### config.mk
export PLATFORM = sky130hd
export DESIGN_NAME = level_countdown_timer
export DESIGN_NICKNAME = d
export VERILOG_FILES = /design/src/rtl/timer_pkg.sv /design/src/rtl/timer_bar_pixel.sv /design/src/rtl/level_countdown_timer.sv
export SDC_FILE = /design/constraint.sdc
export NUM_CORES = 1
export LEC_CHECK = 0
export BUFFER_PORTS_ARGS = -buffer_cell sky130_fd_sc_hd__buf_2
export CELL_PAD_IN_SITES_DETAIL_PLACEMENT = 1
export CELL_PAD_IN_SITES_GLOBAL_PLACEMENT = 1
export CORE_ASPECT_RATIO = 1.75
export CORE_UTILIZATION = 39
export CTS_CLUSTER_DIAMETER = 200
export DETAILED_ROUTE_END_ITERATION = 7
export PLACE_DENSITY_LB_ADDON = 0.1
export SETUP_SLACK_MARGIN = 0.05
export SLEW_MARGIN = 25
export SYNTH_ARGS = -nofsm -noshare
export SYNTH_HDL_FRONTEND = slang
export SYNTH_SLANG_ARGS = --single-unit
### constraint.sdc
create_clock -name Clk -period 5.4 [get_ports Clk]
set_clock_uncertainty 0.2 [all_clocks]
set_input_delay 0.27 -clock Clk [delete_from_list [all_inputs] [get_ports Clk]]
set_output_delay 0.27 -clock Clk [all_outputs]
set_load 0.02 [all_outputs]
### src/rtl/timer_pkg.sv
// timer_pkg: shared state encoding and is_timer bit positions for the level timer
package timer_pkg;
   typedef enum logic [1:0] {IDLE, RUN, PAUSED, EXPIRED} timer_state_t;
   localparam int TMR_IN = 0;
   localparam int TMR_FILL = 1;
   localparam int TMR_WARN = 2;
endpackage

### src/rtl/timer_bar_pixel.sv
// timer_bar_pixel: classifies the current pixel against the draining timer bar
module timer_bar_pixel
   import timer_pkg::*;
#(
   parameter int BAR_X = 420,
   parameter int BAR_Y = 450,
   parameter int BAR_H = 10,
   parameter int PIX_PER_SEC = 2,
   parameter int MAX_TIME = 30,
   parameter int TIME_W = 8,
   parameter int WARN_TIME = 5
) (
   input  logic [9:0]        DrawX,
   input  logic [9:0]        DrawY,
   input  logic [TIME_W-1:0] TimeLeft,
   input  logic              Active,
   output logic [2:0]        is_timer
);
   int dx, dy, fillW;
   logic inBar;
   always_comb begin
      dx = int'(DrawX) - BAR_X;
      dy = int'(DrawY) - BAR_Y;
      fillW = int'(TimeLeft) * PIX_PER_SEC;
      inBar = Active && dx >= 0 && dx < MAX_TIME * PIX_PER_SEC && dy >= 0 && dy < BAR_H;
      is_timer = '0;
      is_timer[TMR_IN] = inBar;
      is_timer[TMR_FILL] = inBar && dx < fillW;
      is_timer[TMR_WARN] = inBar && int'(TimeLeft) <= WARN_TIME;
   end
endmodule

### src/rtl/level_countdown_timer.sv
// level_countdown_timer: per-level seconds countdown with pause, bonus time, expiry pulse and bar pixels
module level_countdown_timer
   import timer_pkg::*;
#(
   parameter int MAX_TIME = 30,
   parameter int TIME_W = 8,
   parameter int FRAMES_PER_SEC = 60,
   parameter int WARN_TIME = 5,
   parameter int BAR_X = 420,
   parameter int BAR_Y = 450,
   parameter int PIX_PER_SEC = 2,
   parameter int BAR_H = 10
) (
   input  logic              Clk,
   input  logic              Reset,
   input  logic              frame_clk_rising_edge,
   input  logic              Load,
   input  logic              Stop,
   input  logic              Hold,
   input  logic              AddTime,
   input  logic [TIME_W-1:0] AddAmount,
   input  logic [9:0]        DrawX,
   input  logic [9:0]        DrawY,
   output logic [TIME_W-1:0] TimeLeft,
   output logic              Expired,
   output logic              Running,
   output logic [2:0]        is_timer
);
   localparam int SUB_W = FRAMES_PER_SEC > 1 ? $clog2(FRAMES_PER_SEC) : 1;
   localparam logic [SUB_W-1:0] SUB_MAX = SUB_W'(FRAMES_PER_SEC - 1);
   localparam logic [TIME_W-1:0] MAX_T = TIME_W'(MAX_TIME);
   timer_state_t state;
   logic [SUB_W-1:0] subCnt;
   logic active, count, wrap, expire;
   logic [TIME_W-1:0] decTime, newTime;
   logic [TIME_W:0] sum;
   always_comb begin
      active = state == RUN || state == PAUSED;
      count = state == RUN && !Hold && frame_clk_rising_edge;
      wrap = count && subCnt == '0;
      decTime = wrap ? TimeLeft - TIME_W'(1) : TimeLeft;
      sum = {1'b0, decTime} + {1'b0, AddAmount};
      newTime = !AddTime ? decTime : sum > {1'b0, MAX_T} ? MAX_T : sum[TIME_W-1:0];
      expire = active && newTime == '0;
   end
   always_ff @(posedge Clk) begin
      if (!Reset || Stop || Load) begin
         state <= (Reset && !Stop) ? RUN : IDLE;
         Running <= Reset && !Stop;
         TimeLeft <= MAX_T;
         subCnt <= SUB_MAX;
         Expired <= 1'b0;
      end else begin
         Expired <= 1'b0;
         if (active) begin
            TimeLeft <= newTime;
            if (count) subCnt <= wrap ? SUB_MAX : subCnt - SUB_W'(1);
            state <= expire ? EXPIRED : Hold ? PAUSED : RUN;
            Running <= !expire && !Hold;
            Expired <= expire;
         end
      end
   end
   timer_bar_pixel #(
      .BAR_X(BAR_X), .BAR_Y(BAR_Y), .BAR_H(BAR_H), .PIX_PER_SEC(PIX_PER_SEC),
      .MAX_TIME(MAX_TIME), .TIME_W(TIME_W), .WARN_TIME(WARN_TIME)
   ) barPixel (
      .DrawX(DrawX),
      .DrawY(DrawY),
      .TimeLeft(TimeLeft),
      .Active(state != IDLE),
      .is_timer(is_timer)
   );
endmodule

## Word-level counts from Yosys, hierarchy flattened

Index checks and enable logic that the tools add are counted.

- Flip-flop bits (word level): 18
- Input bits: 35
- Word-level logic and storage cells: 56

- Add/sub/neg operators: 5
- Magnitude comparators: 7
- Equal/unequal tests: 2
- Muxes and demuxes: 11
- Bitwise operators: 1
- Reductions and logical operators: 25

Operator list:

| kind | count |
|---|---|
| greater-or-equal comparator 32 x 1 -> 1 bit (second input constant) | 2 |
| < comparator 32 x 10 -> 1 bit | 1 |
| < comparator 32 x 5 -> 1 bit (second input constant) | 1 |
| < comparator 32 x 7 -> 1 bit (second input constant) | 1 |
| 2-to-1 mux 8 bit | 3 |
| subtractor 10 x 9 -> 11 bit (second input constant) | 2 |
| logical AND 1 bit | 12 |
| adder 8 x 8 -> 9 bit | 1 |
| greater-than comparator 9 x 5 -> 1 bit (second input constant) | 1 |
| <= comparator 8 x 3 -> 1 bit (second input constant) | 1 |
| logical NOT 8 bit | 1 |
| 2-to-1 mux 2 bit | 4 |
| subtractor 8 x 1 -> 8 bit (second input constant) | 1 |
| logical NOT 6 bit | 1 |
| 2-to-1 mux 6 bit | 1 |
| subtractor 6 x 1 -> 6 bit (second input constant) | 1 |
| logical NOT 1 bit | 4 |
| nonzero test 2 bit | 2 |
| logical OR 1 bit | 3 |
| 2-to-1 mux 1 bit | 3 |
| equality test 2 x 1 -> 1 bit (second input constant) | 1 |
| equality test 2 bit (second input constant) | 1 |
| AND reduction 2 bit | 1 |
| OR reduction 2 bit | 1 |
| NOT 1 bit | 1 |

## Depth between registers and ports, before layout

Gate-level depths: netlist of the first run.

- Depth after elaboration: 15
- Depth in mapped cells: 17
- Depth with buffers taken out: 15

## Hierarchy

Synthesis of the first run repeated with hierarchy kept, for this count alone.

- Cell total of the unflattened synthesis: 273
- Area, all modules: 2214.6 sq um

By module, submodules not included:

| module | times used | cells an instance | area an instance (sq um) | seq. area each (sq um) |
|---|---|---|---|---|
| level_countdown_timer | 1 | 190 | 1585.3 | 390.4 |
| timer_bar_pixel | 1 | 83 | 629.4 | 0.0 |

## Worst setup path after synthesis of the first run

No wires, ideal clock.

- Path kind: reg-to-reg
- Start: reg subCnt[0]
- End: reg Running, data pin
- Library setup time: 264 ps
- Arrival: 3807 ps
- Data required time: 4936 ps
- Slack: 1130 ps
- Cell stages (with the launch flop): 17
- Path buffers: 2
- Clock period less this slack: 4270 ps
- Cell sequence: dfxtp_1 -> inv_1 -> ha_1 -> or4b_4 -> or2_1 -> buf_6 -> or3_1 -> buf_2 -> xnor2_1 -> ha_1 -> a21o_1 -> a221oi_1 -> mux2i_1 -> nor3_1 -> a21oi_1 -> o31ai_1 -> a21oi_1

- Cells in the longest elaborated chain, start to end: 13

Ends and longest elaborated chain:

| item | RTL line | RTL |
|---|---|---|
| start: declaration | level_countdown_timer.sv:33 | `logic [SUB_W-1:0] subCnt;` |
| start signal: assignment | level_countdown_timer.sv:57 | `if (count) subCnt <= wrap ? SUB_MAX : subCnt - SUB_W'(1);` |
| logical NOT 6 bit * | level_countdown_timer.sv:40 | `wrap = count && subCnt == '0;` |
| logical AND 1 bit * | level_countdown_timer.sv:40 |  |
| 2-to-1 mux 8 bit * | level_countdown_timer.sv:41 | `decTime = wrap ? TimeLeft - TIME_W'(1) : TimeLeft;` |
| adder 8 x 8 -> 9 bit | level_countdown_timer.sv:42 | `sum = {1'b0, decTime} + {1'b0, AddAmount};` |
| greater-than comparator 9 x 5 -> 1 bit | level_countdown_timer.sv:43 | `newTime = !AddTime ? decTime : sum > {1'b0, MAX_T} ? MAX_T : sum[TIME_W-1:0];` |
| 2-to-1 mux 8 bit | level_countdown_timer.sv:43 |  |
| 2-to-1 mux 8 bit * | level_countdown_timer.sv:43 |  |
| logical NOT 8 bit * | level_countdown_timer.sv:44 | `expire = active && newTime == '0;` |
| logical AND 1 bit * | level_countdown_timer.sv:44 |  |
| logical NOT 1 bit * | level_countdown_timer.sv:59 | `Running <= !expire && !Hold;` |
| logical AND 1 bit * | level_countdown_timer.sv:59 |  |
| 2-to-1 mux 1 bit * | level_countdown_timer.sv:55 | `if (active) begin` |
| 2-to-1 mux 1 bit * | level_countdown_timer.sv:47 | `if (!Reset \|\| Stop \|\| Load) begin` |
| end signal: assignment | level_countdown_timer.sv:49 | `Running <= Reset && !Stop;` |
| end signal: assignment | level_countdown_timer.sv:59 |  |
| end: declaration | level_countdown_timer.sv:26 | `output logic Running,` |

Every way passes the cells marked *; elsewhere a longest branch is shown, timed or not. The select of a mux whose other input is x is not followed.
A chain may end at the register's enable or synchronous reset.

## Worst setup path in the final report of the first run

Ends and elaborated chain as after synthesis.

==> results.md, run 1 <==
- Outcome: complete, no violations
- DIE AREA: between 0.005 and 0.006 mm²
- Number of fill cells in the layout: around 700
- Reg-to-Reg End: Running
- Met1 track demand over resource: 22.7%
- Clock latency on the worst-skew pair: between 200 and 300 ps
- Nature of the critical path endpoint: flop
- Reg-to-reg critical path startpoint: subCnt[0]
- Total number of placement rows: 34
- Fraction of layout instances using a drive strength above 1: between 10% and 20%
- Setup TNS after final layout: 0 ps
- Syn Area/Cell: between 7 and 8 µm²
- Worst-case setup margin in the final layout: 640 ps
- Sequential cell area in the final layout: around 400 µm²
- Critical path's slowest cell: sky130_fd_sc_hd__or4b_4
- Crit path kind: flop to flop
- Post-Syn Nets: approximately 330
- Peak-usage layer in the global routing report: met2
- Height of the die: 97.4 µm
- Part of the total power dissipated in combinational logic: 29.9%
- Share of power burned in the clock network: between 30 and 40%
- Yosys warning count: 0
- Clock tree from TritonCTS: yes
- Worst r2r path cells: 14
- Commonest register cell after synthesis: sky130_fd_sc_hd__dfxtp_1
- Setup violators final: 0
- Detailed-route via count: between 2,000 and 2,500
- Sum of overflow across all layers after global routing: 0
- Flops & latches, synth: 18
- Antenna-violating nets left: 0
- Global-route met2 utilization: roughly 45%
- First-pass iteration count of the detailed router: 4
- Peak fanout along the critical path: 5
- Number of I/O pins: 48
- Ordered cell list for the critical path: inv_1 -> ha_1 -> or4b_4 -> or2_1 -> or3_1 -> xnor2_1 -> ha_1 -> a21o_1 -> a221oi_1 -> mux2i_1 -> nor4b_1 -> o2111ai_1 -> o31ai_1 -> a21oi_1
- Top cell by count, worst path: sky130_fd_sc_hd__ha_1
- Final non-filler cell total: about 370
- Leakage power: 1.04 nW
- Wire length reported by the detailed router: between 5000 and 6000 µm
- Number of violations reported at the end of detailed-routing iteration 0: just over 40
- Gate count after technology mapping: 270
- Cell accounting for the most synthesized area: sky130_fd_sc_hd__ha_1
- Starting density of the core: between 40 and 50%
- End point of the most critical hold path: subCnt[1]
- Post-Syn Area: between 0.002 and 0.0025 mm²
- Sinks on Clock Net: 18
- Unrepaired setup endpoints after global routing: no
- Hold path depth: 3
- Average wire length per cell after detail routing: 15.9 µm
- Max-slew violations: 0
- Post-placement setup slack: ~640 ps
- Placer's final routability congestion estimate: ~0.85
- # nets final: 375
- Worst-case register-to-register setup slack: ~640 ps
- Minimum clock period: roughly 4800 ps
- Most frequently used cell type in the post-synthesis netlist: sky130_fd_sc_hd__inv_1
- Number of setup buffers added after CTS: 0
- Number of buffers created by CTS: 3
- Via count of the first global-routing pass: ~2,200
- Max-cap violations: 0
- Per-cell via count in the routed design: around 5.8
- H-tree lvl count: 1
- Synth cell types: 54
- Highest attainable clock frequency: between 200 and 250 MHz
- Antenna cells: 0
- Portion of the post-synthesis area used by sequential elements: just under 20%
- Element type at the critical path start: flop
- Port Buffer Count: 45
- Maximum number of pins on one net before global-route repair: 12
- Reported net switching power: 0.113 mW
- Worst-case headroom to the max-slew limit: between 40 and 50%
- Post-synth EDFFs: 3
- Register share of total power: about two fifths
- Cell-internal power: roughly 0.25 mW
- Worst IR drop on VDD: roughly 140 µV
- Placed cells: 363
- Share of the synthesized area in the top cell type: 15.4%
- Die X-Extent: about 57 µm
- DRC violation count after routing: 0
- Hold/Removal Path Class: input pin to flop
- Clock slew seen by the registers of the worst setup and hold paths: roughly 70 ps
- Top cells by area, synth: sky130_fd_sc_hd__ha_1, sky130_fd_sc_hd__dfxtp_1, sky130_fd_sc_hd__a21oi_1
- CTS Hold Buffers Added: 0
- Largest buffer count on any clock path: 2
- Slew of the pin with the lowest slew margin: 866 ps
- Startpoint of the worst hold path: Load
- Switching power as a share of total power: 31.3%
- Top cells by instance count after synthesis: sky130_fd_sc_hd__inv_1, sky130_fd_sc_hd__ha_1, sky130_fd_sc_hd__a21oi_1
- Data arrival at the endpoint of the critical path: roughly 4600 ps
- First-pass GRT wire length: between 9000 and 10,000 µm
- Global Route Usage Sum: between 20% and 30%
- Endpoints failing hold: 0
- Root buffer selected by CTS: sky130_fd_sc_hd__clkbuf_8
- Placed wire-length estimate: a little under 5000 µm
- Asr flop ratio synth: 0%
- # resized after CTS: 0
- Standard cell core area: 0.00498 mm²
- Peak per-stage delay on the critical path: 500 ps
- Pwr per Cell Area: ~150 mW/mm²
- Req. time, crit path: approximately 5200 ps
- Number of antenna violations at the first check in global routing: 0
- Layout Area Growth over Synthesis: 15.7%
- Met3 Track Usage GR: roughly 2%
- Combined area of the multi-input logic cells: 0.00149 mm²
- Tcrit/Tclk final: roughly nine tenths
[per-stage QoR]
step | cell area [µm²] | util [%] | hold WS (ps) | power, mW
2_1_floorplan | 2030 | - | 207 | 0.213
3_3_place_gp | 2290 | 46.1 | 308 | 0.249
3_5_place_dp | 2290 | 46.1 | 312 | 0.251
4_1_cts | 2350 | 47.2 | 106 | 0.364
5_1_grt | 2350 | 47.2 | 116 | 0.384
6_report | 2350 | 47.2 | 111 | 0.361
[area by class of cell]
type | instances | share of cell area (%)
Sequential cell | 18 | 16.6
Timing Repair Buffer | 47 | 10.2
Clock buffer | 4 | 2.35
Tap cell | 54 | 2.88
Multi-Input combinational cell | 215 | 63.3
Inverter | 29 | 4.64
[worst max-delay path, delay by kind of cell (launching register included)]
kind / cells / cell delay (ps)
buf+inv: 1 / 80
simple gates: 4 / 1650
mux: 1 / 160
xor+xnor: 1 / 300
compound gates: 5 / 1310
flops: 1 / 340
fa+ha+maj: 2 / 480
[power by group through the flow]
stage               sequential, mW  combinational [mW]  clock (mW)
CTS                          0.140               0.108       0.116
detailed placement           0.144               0.108           0
global placement             0.143               0.106           0
floorplan                    0.145              0.0685           0
global route                 0.141               0.122       0.121
finish                       0.140               0.108       0.113
[logic make-up (layout without fill, tap and decap cells)]
logic type / after synthesis / count (layout) / synth area share, %
simple gates: 102 / 102 / 27.4
fa+ha+maj: 26 / 26 / 16.4
buf+inv: 37 / 80 / 7.53
compound gates: 70 / 70 / 22.0
mux: 1 / 1 / 0.494
xor+xnor: 16 / 16 / 6.91
flops: 18 / 18 / 19.2
[flip-flops by register name (all words and copies together) (netlist names)]
name      count
TimeLeft      8
subCnt        6
state         2
Expired       1
Running       1
[layer usage]
metal	part of all wire (%)	wire length, µm
met1	37	2140
met2	57	3350
met3	3.1	181
met4	2.9	172
met5	0	0
[worst max-delay path by stage]
stage / from / end / depth (start not counted)
finish: subCnt[0] / Running / 14
global placement: subCnt[0] / Running / 14
detailed placement: subCnt[0] / Running / 14
global route: subCnt[0] / Running / 14
floorplan: subCnt[0] / Running / 16
CTS: subCnt[0] / Running / 14
[cells in the final DEF (no fill, tap or decap), types with 2 or more instances in the layout]
master                      n
sky130_fd_sc_hd__a211oi_1   4
sky130_fd_sc_hd__or3_1      4
sky130_fd_sc_hd__clkinv_1   2
sky130_fd_sc_hd__o211ai_1   3
sky130_fd_sc_hd__nand2_1   19
sky130_fd_sc_hd__a21oi_1   24
sky130_fd_sc_hd__nor2b_1    2
sky130_fd_sc_hd__a31oi_1    3
sky130_fd_sc_hd__inv_1     27
sky130_fd_sc_hd__nor3b_1    2
sky130_fd_sc_hd__or4_1      2
sky130_fd_sc_hd__nand4b_1   2
sky130_fd_sc_hd__nor4b_1    3
sky130_fd_sc_hd__nor3_1    14
sky130_fd_sc_hd__nor4_1     3
sky130_fd_sc_hd__nand2b_1   7
sky130_fd_sc_hd__a21o_1     5
sky130_fd_sc_hd__o21ai_0   13
sky130_fd_sc_hd__nand3_1    9
sky130_fd_sc_hd__xnor2_1   13
sky130_fd_sc_hd__and2_1     2
sky130_fd_sc_hd__or2_2      4
sky130_fd_sc_hd__o21a_1     2
sky130_fd_sc_hd__and3_1     4
sky130_fd_sc_hd__xor2_1     3
sky130_fd_sc_hd__buf_2     45
sky130_fd_sc_hd__a211o_1    2
sky130_fd_sc_hd__nor2_1    18
sky130_fd_sc_hd__buf_4      2
sky130_fd_sc_hd__ha_1      25
sky130_fd_sc_hd__edfxtp_1   3
sky130_fd_sc_hd__o31ai_1    2
sky130_fd_sc_hd__o311a_1    3
sky130_fd_sc_hd__clkbuf_8   4
sky130_fd_sc_hd__dfxtp_1   15
(Power assumes the default switching activity.)
==> run 2: changes to the inputs <==
PLACE_DENSITY = 0.8   (was unset)
PLACE_DENSITY_LB_ADDON = unset   (was 0.1)
REMOVE_ABC_BUFFERS = 1   (was unset)
==> results.md, run 2 (synthesis gave the netlist of run 1 again) <==
- Outcome: complete, no violations
- Top cell by count, worst path: sky130_fd_sc_hd__ha_1
- Number of setup buffers added after CTS: 0 (unchanged)
- Port Buffer Count: 45 (unchanged)
- Tcrit/Tclk final: 92.4% (+4.3 points)
- Post-layout utilization of the core: 47.0% (-0.20 points)
- Max-cap violations: 0 (unchanged)
- Pwr per Cell Area: 151 mW/mm² (-1.8%)
- Number of antenna violations at the first check in global routing: 0 (unchanged)
- First-pass GRT wire length: 10,200 µm (+2.3%)
- Sinks on Clock Net: 18 (unchanged)
- Req. time, crit path: 5210 ps (about the same)
- Antenna-violating nets left: 0 (unchanged)
- Clock slew seen by the registers of the worst setup and hold paths: 70 ps (about the same)
- Nature of the critical path endpoint: flop
- Placed wire-length estimate: 4960 µm (+0.96%)
- Largest buffer count on any clock path: 2 (unchanged)
- Post-place instance area: 0.00229 mm² (unchanged)
- Placed cells: 363 (unchanged)
- Buffers & Inverters on Critical Path: 1 (unchanged)
- Leakage power: 1.03 nW (-0.45%)
- Critical path's slowest cell: sky130_fd_sc_hd__or3_1
- CTS Hold Buffers Added: 0 (unchanged)
- Placer's final routability congestion estimate: 0.846 (-0.95%)
- Fraction of layout instances using a drive strength above 1: 17.9% (-0.32 points)
- Highest attainable clock frequency: 200 MHz (-4.6%)
- Final non-filler cell total: 367 (unchanged)
- Register containing the most flip-flops in the final layout: TimeLeft
- Worst-case headroom to the max-slew limit: 35.8% (-4.9 points)
- # nets final: 375 (unchanged)
- Max-slew violations: 0 (unchanged)
- Via count of the first global-routing pass: 2,268 (+2.8%)
- Starting density of the core: 40.7% (unchanged)
- Number of violations reported at the end of detailed-routing iteration 0: 73 (+78%)
- # resized after CTS: 0 (unchanged)
- Standard cell core area: 0.00498 mm² (unchanged)
- Sum of overflow across all layers after global routing: 0 (unchanged)
- DRC violation count after routing: 0 (unchanged)
- Maximum number of pins on one net before global-route repair: 12 (unchanged)
- Slew of the pin with the lowest slew margin: 939 ps (+72.2 ps)
- Minimum clock period: 4990 ps (+231 ps)
- Antenna cells: 0 (unchanged)
- Worst-case register-to-register setup slack: 410 ps (-230 ps)
- Number of fill cells in the layout: 685 (+0.74%)
- Most frequent cells in the layout: sky130_fd_sc_hd__buf_2, sky130_fd_sc_hd__inv_1, sky130_fd_sc_hd__ha_1
- Per-cell via count in the routed design: 5.92 (+1.7%)
- Largest registers: TimeLeft (8), subCnt (6), state (2)
- Number of I/O pins: 48 (unchanged)
- DIE AREA: 0.00550 mm² (unchanged)
- Wire length reported by the detailed router: 6020 µm (+3.1%)
- Flip-flop count of the largest register, all copies and words added: 8 (unchanged)
- Cell family with the largest share of critical-path delay: simple AND/OR/NAND/NOR gates
- Layout Area Growth over Synthesis: 15.2%
- H-tree lvl count: 1 (unchanged)
- Final cell area excluding filler cells: 0.00234 mm² (-0.43%)
- Worst IR drop on VDD: 115 µV (-17%)
- Unrepaired setup endpoints after global routing: no
- Total number of placement rows: 34 (unchanged)
- Crit path kind: flop to flop
- Root buffer selected by CTS: sky130_fd_sc_hd__clkbuf_8
- Height of the die: 97.4 µm (unchanged)
- Average wire length per cell after detail routing: 16.4 µm (+3.1%)
- Setup TNS after final layout: 0 ps (unchanged)
- Setup violators final: 0 (unchanged)
- Element type at the critical path start: flop
- Peak fanout along the critical path: 9 (+4)
- Clock latency on the worst-skew pair: 260 ps (about the same)
- Most common cell after layout, fill and taps aside: sky130_fd_sc_hd__buf_2
- Clock tree from TritonCTS: yes
- Peak per-stage delay on the critical path: 510 ps (about the same)
- Ordered cell list for the critical path: inv_1 -> ha_1 -> or4b_4 -> or2_1 -> or3_1 -> xnor2_1 -> ha_1 -> a21o_1 -> a221oi_1 -> mux2i_1 -> nor4b_1 -> o2111ai_1 -> o31ai_1 -> a21oi_1
- Data arrival at the endpoint of the critical path: 4800 ps (+240 ps)
- Detailed-route via count: 2,171 (+1.7%)
- Number of buffers created by CTS: 3 (unchanged)
- Global Route Usage Sum: 22.9% (+0.41 points)
- Die X-Extent: 56.5 µm (unchanged)
- Hold/Removal Path Class: input pin to flop
- First-pass iteration count of the detailed router: 4 (unchanged)
- Endpoints failing hold: 0 (unchanged)
## run 2: worst reg2reg max path: cells and delay by family (launching register included)
family	cells	cell delay (ps)
flops	1	340
fa+ha+maj	2	470
compound gates	5	1350
xor+xnor	1	300
buf+inv	1	80
mux	1	160
simple gates	4	1830
## run 2: layout make-up
class	count	area (µm²)	area share (%)
multi-input combinational	215	1490	63.5
sequential	18	390	16.7
timing repair buffer	47	240	10.3
inverter	29	109	4.66
tap	54	67.6	2.89
clock buffer	4	45.0	1.93
## run 2: power breakdown
| part | total, mW | switching [mW] | internal [mW] | leakage (nW) |
|---|---|---|---|---|
| registers | 0.141 | 0.00183 | 0.139 | 0.156 |
| logic | 0.109 | 0.0649 | 0.0446 | 0.855 |
| clock network | 0.103 | 0.0506 | 0.0526 | 0.0228 |
| total | 0.353 | 0.117 | 0.236 | 1.03 |
## run 2: final timing paths
| check | startpoint | end | cells past startpoint |
|---|---|---|---|
| hold / removal | Load | subCnt[1] | 3 |
| setup reg to reg | subCnt[0] | Running | 14 |
| setup / recovery | subCnt[0] | Running | 14 |
| hold reg to reg | subCnt[0] | subCnt[0] | 2 |
## run 2: metal layers
metal	share of wire, %	vias to the layer above	track usage (%)	routed length (µm)
met5	0	-	0	0
met2	56	47	45.3	3360
met3	2.6	13	1.73	159
met1	38	1055	23.4	2310
li1	-	1056	-	-
met4	3.3	0	9.01	196
## run 2: per-stage QoR
stage               hold WS [ps]  worst slack (ps)  power [mW]
CTS                         97.1               417       0.355
detailed placement           321               473       0.253
global placement             303               598       0.249
floorplan                    207              1180       0.211
global route                 115               136       0.373
finish                      92.8               410       0.353
